### src/rtl/button_pkg.sv
`default_nettype none
// ============================================================================
// Package     : button_pkg
// Description : Shared FSM state encoding and default timing constants for
//               the push-button conditioner.
// Revision    : 1.0 - initial release
// ============================================================================
package button_pkg;

    typedef enum logic [1:0] {
        IDLE         = 2'd0,
        PRESS_WAIT   = 2'd1,
        PRESSED      = 2'd2,
        RELEASE_WAIT = 2'd3
    } btn_state_e;

    localparam int DEF_SYNC_STAGES     = 2;
    localparam int DEF_DEBOUNCE_CYCLES = 500000;
    localparam int DEF_HOLD_CYCLES     = 50000000;
    localparam int DEF_REPEAT_CYCLES   = 10000000;

endpackage
`default_nettype wire

### src/rtl/sync_ff.sv
`default_nettype none
// ============================================================================
// Module      : sync_ff
// Description : STAGES-deep flip-flop chain bringing an asynchronous pin into
//               the clk domain; asynchronous active-high reset.
// Revision    : 1.0 - initial release
// ============================================================================
module sync_ff
    import button_pkg::*;
#(
    parameter int STAGES = DEF_SYNC_STAGES
) (
    input  logic clk,
    input  logic rst,
    input  logic i_d,
    output logic o_q
);

    logic [STAGES-1:0] r_chain;

    always_ff @(posedge clk or posedge rst) begin
        if (rst) begin
            r_chain <= '0;
        end else begin
            r_chain <= {r_chain[STAGES-2:0], i_d};
        end
    end

    assign o_q = r_chain[STAGES-1];

endmodule
`default_nettype wire

### src/rtl/button_conditioner.sv
`default_nettype none
// ============================================================================
// Module      : button_conditioner
// Description : Synchronizes and debounces the raw push-button; produces a
//               clean level, press/release pulses and a press-toggled latch.
//               Define BUTTON_CONDITIONER_HOLD_EN for long-press hold/repeat.
// Revision    : 1.0 - initial release
// ============================================================================
module button_conditioner
    import button_pkg::*;
#(
    parameter int SYNC_STAGES     = DEF_SYNC_STAGES,
    parameter int DEBOUNCE_CYCLES = DEF_DEBOUNCE_CYCLES,
    parameter int HOLD_CYCLES     = DEF_HOLD_CYCLES,
    parameter int REPEAT_CYCLES   = DEF_REPEAT_CYCLES
) (
    input  logic CLK,
    input  logic CLR,
    input  logic btn_raw,
    output logic level,
    output logic press,
    output logic release_pulse,   // "release" is a reserved word
    output logic toggle,
    output logic hold,
    output logic rpt
);

    localparam int                 c_cnt_w    = $clog2(DEBOUNCE_CYCLES + 1);
    localparam logic [c_cnt_w-1:0] c_deb_last = c_cnt_w'(DEBOUNCE_CYCLES - 1);
    localparam logic [c_cnt_w-1:0] c_cnt_one  = c_cnt_w'(1);

    generate
        if (SYNC_STAGES < 2 || DEBOUNCE_CYCLES < 1 || HOLD_CYCLES < 1 || REPEAT_CYCLES < 1) begin : g_bad_params
            $error("button_conditioner: illegal parameter value");
        end
    endgenerate

    logic               w_s_in;
    btn_state_e         r_state, w_state_nxt;
    logic [c_cnt_w-1:0] r_cnt, w_cnt_nxt;
    logic               r_level, w_level_nxt;
    logic               r_toggle, w_toggle_nxt;
    logic               r_press, w_press_nxt;
    logic               r_release, w_release_nxt;

    sync_ff #(
        .STAGES (SYNC_STAGES)
    ) u_sync (
        .clk (CLK),
        .rst (CLR),
        .i_d (btn_raw),
        .o_q (w_s_in)
    );

    always_ff @(posedge CLK or posedge CLR) begin
        if (CLR) begin
            r_state   <= IDLE;
            r_cnt     <= '0;
            r_level   <= 1'b0;
            r_toggle  <= 1'b0;
            r_press   <= 1'b0;
            r_release <= 1'b0;
        end else begin
            r_state   <= w_state_nxt;
            r_cnt     <= w_cnt_nxt;
            r_level   <= w_level_nxt;
            r_toggle  <= w_toggle_nxt;
            r_press   <= w_press_nxt;
            r_release <= w_release_nxt;
        end
    end

    // The counter restarts on every entry to a WAIT state, so it can only
    // climb to DEBOUNCE_CYCLES-1 before the state is left.
    always_comb begin
        w_state_nxt   = r_state;
        w_cnt_nxt     = r_cnt;
        w_level_nxt   = r_level;
        w_toggle_nxt  = r_toggle;
        w_press_nxt   = 1'b0;
        w_release_nxt = 1'b0;
        case (r_state)
            IDLE: begin
                if (w_s_in) begin
                    w_state_nxt = PRESS_WAIT;
                    w_cnt_nxt   = '0;
                end
            end
            PRESS_WAIT: begin
                if (!w_s_in) begin
                    w_state_nxt = IDLE;
                    w_cnt_nxt   = '0;
                end else if (r_cnt == c_deb_last) begin
                    w_state_nxt  = PRESSED;
                    w_press_nxt  = 1'b1;
                    w_level_nxt  = 1'b1;
                    w_toggle_nxt = ~r_toggle;
                end else begin
                    w_cnt_nxt = r_cnt + c_cnt_one;
                end
            end
            PRESSED: begin
                if (!w_s_in) begin
                    w_state_nxt = RELEASE_WAIT;
                    w_cnt_nxt   = '0;
                end
            end
            RELEASE_WAIT: begin
                if (w_s_in) begin
                    w_state_nxt = PRESSED;
                    w_cnt_nxt   = '0;
                end else if (r_cnt == c_deb_last) begin
                    w_state_nxt   = IDLE;
                    w_release_nxt = 1'b1;
                    w_level_nxt   = 1'b0;
                end else begin
                    w_cnt_nxt = r_cnt + c_cnt_one;
                end
            end
            default: begin
                w_state_nxt = IDLE;
                w_cnt_nxt   = '0;
            end
        endcase
    end

    assign level         = r_level;
    assign press         = r_press;
    assign release_pulse = r_release;
    assign toggle        = r_toggle;

`ifdef BUTTON_CONDITIONER_HOLD_EN
    localparam int                  c_hcnt_w    = $clog2(HOLD_CYCLES + 1);
    localparam int                  c_rcnt_w    = $clog2(REPEAT_CYCLES + 1);
    localparam logic [c_hcnt_w-1:0] c_hold_last = c_hcnt_w'(HOLD_CYCLES - 1);
    localparam logic [c_hcnt_w-1:0] c_hcnt_one  = c_hcnt_w'(1);
    localparam logic [c_rcnt_w-1:0] c_rpt_last  = c_rcnt_w'(REPEAT_CYCLES - 1);
    localparam logic [c_rcnt_w-1:0] c_rcnt_one  = c_rcnt_w'(1);

    logic [c_hcnt_w-1:0] r_hcnt;
    logic [c_rcnt_w-1:0] r_rcnt;
    logic                r_hold;
    logic                r_rpt;

    // Counters only advance in PRESSED, so a release bounce freezes them.
    always_ff @(posedge CLK or posedge CLR) begin
        if (CLR) begin
            r_hcnt <= '0;
            r_rcnt <= '0;
            r_hold <= 1'b0;
            r_rpt  <= 1'b0;
        end else begin
            r_rpt <= 1'b0;
            if (w_release_nxt) begin
                r_hcnt <= '0;
                r_rcnt <= '0;
                r_hold <= 1'b0;
            end else if (r_state == PRESSED) begin
                if (!r_hold) begin
                    if (r_hcnt == c_hold_last) begin
                        r_hold <= 1'b1;
                        r_rpt  <= 1'b1;
                        r_rcnt <= '0;
                    end else begin
                        r_hcnt <= r_hcnt + c_hcnt_one;
                    end
                end else if (r_rcnt == c_rpt_last) begin
                    r_rpt  <= 1'b1;
                    r_rcnt <= '0;
                end else begin
                    r_rcnt <= r_rcnt + c_rcnt_one;
                end
            end
        end
    end

    assign hold = r_hold;
    assign rpt  = r_rpt;
`else
    assign hold = 1'b0;
    assign rpt  = 1'b0;
`endif

endmodule
`default_nettype wire

### config.mk
export PLATFORM = sky130hd
export DESIGN_NAME = button_conditioner
export DESIGN_NICKNAME = d
export VERILOG_FILES = /design/src/rtl/button_pkg.sv /design/src/rtl/sync_ff.sv /design/src/rtl/button_conditioner.sv
export SDC_FILE = /design/constraint.sdc
export NUM_CORES = 1
export LEC_CHECK = 0
export BUFFER_PORTS_ARGS = -buffer_cell sky130_fd_sc_hd__buf_2
export CAP_MARGIN = 15
export CORE_MARGIN = 1.5
export CORE_UTILIZATION = 40
export CTS_CLUSTER_SIZE = 8
export DETAILED_ROUTE_END_ITERATION = 8
export GPL_ROUTABILITY_DRIVEN = 0
export PLACE_DENSITY_LB_ADDON = 0.15
export SLEW_MARGIN = 20
export SYNTH_ARGS = -nofsm -noshare
export SYNTH_HDL_FRONTEND = slang
export SYNTH_HIERARCHICAL = 1
export SYNTH_SLANG_ARGS = --single-unit
### constraint.sdc
create_clock -name CLK -period 1.7 [get_ports CLK]
set_input_delay 0.34 -clock CLK [delete_from_list [all_inputs] [get_ports CLK]]
set_output_delay 0.34 -clock CLK [all_outputs]
set_load 0.005 [all_outputs]
==> impl_metrics.json <==
{
  "result_of_the_run": "complete, no violations",
  "rsz0062_at_grt": "true",
  "timing.fmax_mhz": 609.1,
  "area_growth_pct": 23.28,
  "worstPathMaxFanout": 7,
  "overflow": 0,
  "fill_cells": 291,
  "worst_setup_path_start_kind": "flip-flop",
  "grt_first_pass_wirelength_um": 5333,
  "number_of_synthesized_flops_with_an_enable_pin": 0,
  "area.sequential_um2": 675.6,
  "synth_seq_cells": 27,
  "synth.avg_cell_area_um2": 9.966,
  "clock_sink_count": 27,
  "first_iter_violations": 86,
  "core_area_mm2": 0.003390,
  "cp_top_family": "simple AND/OR/NAND/NOR gates",
  "synth-async-reset-ratio_pct": 100.0,
  "clock_root_buffer": "sky130_fd_sc_hd__clkbuf_4",
  "multi_input_area_um2": 758.2,
  "finalCritPeriodShare_pct": 96.58,
  "avgViaCountPerCell": 5.117,
  "leakage_nw": 0.8090,
  "required_ns": 1.93,
  "worst_clock_skew_ns": 0.004403,
  "port-buffer-count": 6,
  "netlist-cell-type-count": 37,
  "fin_worst_hold_slack_ns": 0.1017,
  "core.rowCount": 21,
  "die_area_mm2": 0.003956,
  "hold_viol_final": 0,
  "drt_wl_total_um": 3086,
  "remaining_drc_errors": 0,
  "yosys.area.top_type_share_pct": 47.08,
  "timing.critical_path.cells": "nor4b_2 > nand4_2 > nor2_4 > nand2_2 > mux2_4",
  "place.detailed.instances": 215,
  "setup_viol": 0,
  "worst_hold_path_type": "input pin to flip-flop",
  "vias": 1141,
  "clkTransAtPathRegs_ns": 0.15,
  "initial_core_util_pct": 42.34,
  "synth-seq-area-share_pct": 47.08,
  "layout.nets": 182,
  "dominant_cell_by_count_in_the_synthesized_netlist": "sky130_fd_sc_hd__dfrtp_1",
  "timing.max_cap.violations": 0,
  "layoutNonFillerInstCount": 223,
  "die_width_um": 62.90,
  "critPathArrivalTime_ns": 1.88,
  "detailed_place_hpwl_um": 2238,
  "power-per-cell-area_mw_per_mm2": 581.0,
  "grt_max_degree": 26,
  "netlist_instances": 144,
  "global_route.usage.total_pct": 16.98,
  "number_of_global_route_vias_before_repair": 1102,
  "layout-drive-gt1-share_pct": 28.25,
  "timing.final.crit_period_ns": 1.642,
  "vdd.ir_drop.worst_v": 0.0003605,
  "antenna_cells": 0,
  "slowest_delay_ns": 0.42,
  "cts_tree": "yes",
  "boundaryPins": 9,
  "synthDominantAreaCellType": "sky130_fd_sc_hd__dfrtp_1",
  "syn_std_cell_area_mm2": 0.001435,
  "yosys_most_used_dff": "sky130_fd_sc_hd__dfrtp_1",
  "cp.buffers_inverters": 0,
  "cts_max_level": 1,
  "die_h_um": 62.90,
  "netlist_top_cells_area": "sky130_fd_sc_hd__dfrtp_1, sky130_fd_sc_hd__xor2_1, sky130_fd_sc_hd__nand2_1, sky130_fd_sc_hd__o22ai_1, sky130_fd_sc_hd__nand3_1",
  "final_setup_tns_ns": 0,
  "final_max_slew_viol_count": 0,
  "warnings_from_yosys": 6,
  "route.detailed.wl_per_inst_um": 13.84,
  "critPathKind": "flip-flop to flip-flop",
  "grt_antenna_before_repair": 0,
  "nature_of_the_critical_path_endpoint": "flip-flop",
  "synth_common_cells": "sky130_fd_sc_hd__dfrtp_1, sky130_fd_sc_hd__nand2_1, sky130_fd_sc_hd__xor2_1",
  "tritoncts.num_buffers": 3,
  "number_of_search_and_repair_iterations_in_the_first_detailed_routing_pass": 4,
  "cp_slowest_cell": "sky130_fd_sc_hd__dfrtp_1",
  "route.antenna.remaining_nets": 0,
  "cts.path.max_buffers": 2,
  "clk_lat_worst_skew_ns": 0.33
}
==> metal layers <==
| metal | track usage, % | vias up | routed length, µm |
|---|---|---|---|
| met5 | 0 | - | 0 |
| met4 | 5.000 | 0 | 30 |
| met3 | 2.703 | 4 | 118 |
| met2 | 25.13 | 30 | 1441 |
| met1 | 25.40 | 536 | 1495 |
| li1 | - | 571 | - |
==> layout make-up <==
cell class              instances  share of cell area [%]
clock buffers                   3                   1.273
clock inverters                 1                  0.2829
inverters                       4                  0.8487
multi-input cells             109                   42.86
flip-flops and latches         27                   38.19
well taps                      46                   3.253
repair buffers                 33                   13.30
==> placed cells by master, fill, tap and decap left out, types with 4 or more instances in the layout <==
master / synthesis / final
sky130_fd_sc_hd__dfrtp_1: 27 / 27
sky130_fd_sc_hd__buf_4: 2 / 26
sky130_fd_sc_hd__nand2_1: 19 / 18
sky130_fd_sc_hd__xor2_1: 11 / 11
sky130_fd_sc_hd__nor2_1: 10 / 10
sky130_fd_sc_hd__o22ai_1: 9 / 9
sky130_fd_sc_hd__nand3_1: 8 / 8
sky130_fd_sc_hd__buf_2: 1 / 6
sky130_fd_sc_hd__o21ai_0: 5 / 5
sky130_fd_sc_hd__nand4_1: 5 / 5
sky130_fd_sc_hd__and3_1: 4 / 4
sky130_fd_sc_hd__nand2b_1: 4 / 4
sky130_fd_sc_hd__inv_1: 4 / 4
==> state kept, by name, indices dropped and copies added (netlist names), named ones only <==
register,cells
press,1
level,1
release_pulse,1
r_cnt,19
toggle,1
r_state,1
u_sync/r_chain,2
==> repair_timing <==
action,CTS,global route
gates resized for setup,2,4
buffers inserted,0,3
setup endpoints to repair,2,4
pin swaps,0,0
hold endpoints to repair,2,0
hold buffers,1,0
==> through the flow <==
stage	area, µm²	setup slack, ns	util [%]	power, mW
3_3_place_gp	1672	-0.01144	49.32	0.7522
5_1_grt	1769	-0.03184	52.20	1.076
3_5_place_dp	1672	-0.01259	49.32	0.7549
2_1_floorplan	1439	0.1119	-	0.7194
4_1_cts	1722	0.05149	50.79	1.035
6_report	1769	0.05822	52.20	1.028
==> cells by family (layout without fill, tap and decap cells) <==
| kind of cell | after synthesis | after routing | share of synthesized area (%) |
|---|---|---|---|
| other | 1 | 2 | 0.2613 |
| AO/OA/AOI/OAI | 19 | 19 | 8.282 |
| buffers and inverters | 9 | 41 | 2.964 |
| AND/OR/NAND/NOR | 68 | 68 | 27.73 |
| adder cells (fa/ha/maj) | 1 | 1 | 0.8717 |
| XOR/XNOR | 15 | 15 | 9.678 |
| flip-flops | 27 | 27 | 47.08 |
| multiplexers | 4 | 4 | 3.138 |
==> final timing paths <==
kind / startpoint / slack (ns) / cells after the start / endpoint
min reg2reg: u_sync/r_chain[0]$_DFF_PP0_ / 0.38 / 0 / u_sync/r_chain[1]$_DFF_PP0_
min: btn_raw / 0.10 / 1 / u_sync/r_chain[0]$_DFF_PP0_
max: r_cnt[7]$_DFFE_PP0P_ / 0.06 / 5 / flip-flop
max reg2reg: r_cnt[7]$_DFFE_PP0P_ / 0.06 / 5 / flip-flop
max in group asynchronous: CLR / 0.86 / 4 / r_cnt[14]$_DFFE_PP0P_
min in group asynchronous: CLR / 0.38 / 3 / u_sync/r_chain[1]$_DFF_PP0_
==> where the power goes <==
part           switching (mW)  leakage [nW]  internal [mW]  total (mW)
Clock                   0.192        0.0177         0.0883       0.280
Combinational          0.0520         0.422         0.0366      0.0885
Sequential            0.00957         0.369          0.650       0.659
Total                   0.253         0.809          0.775        1.03
No activity file was read; power rests on OpenSTA's default activity.
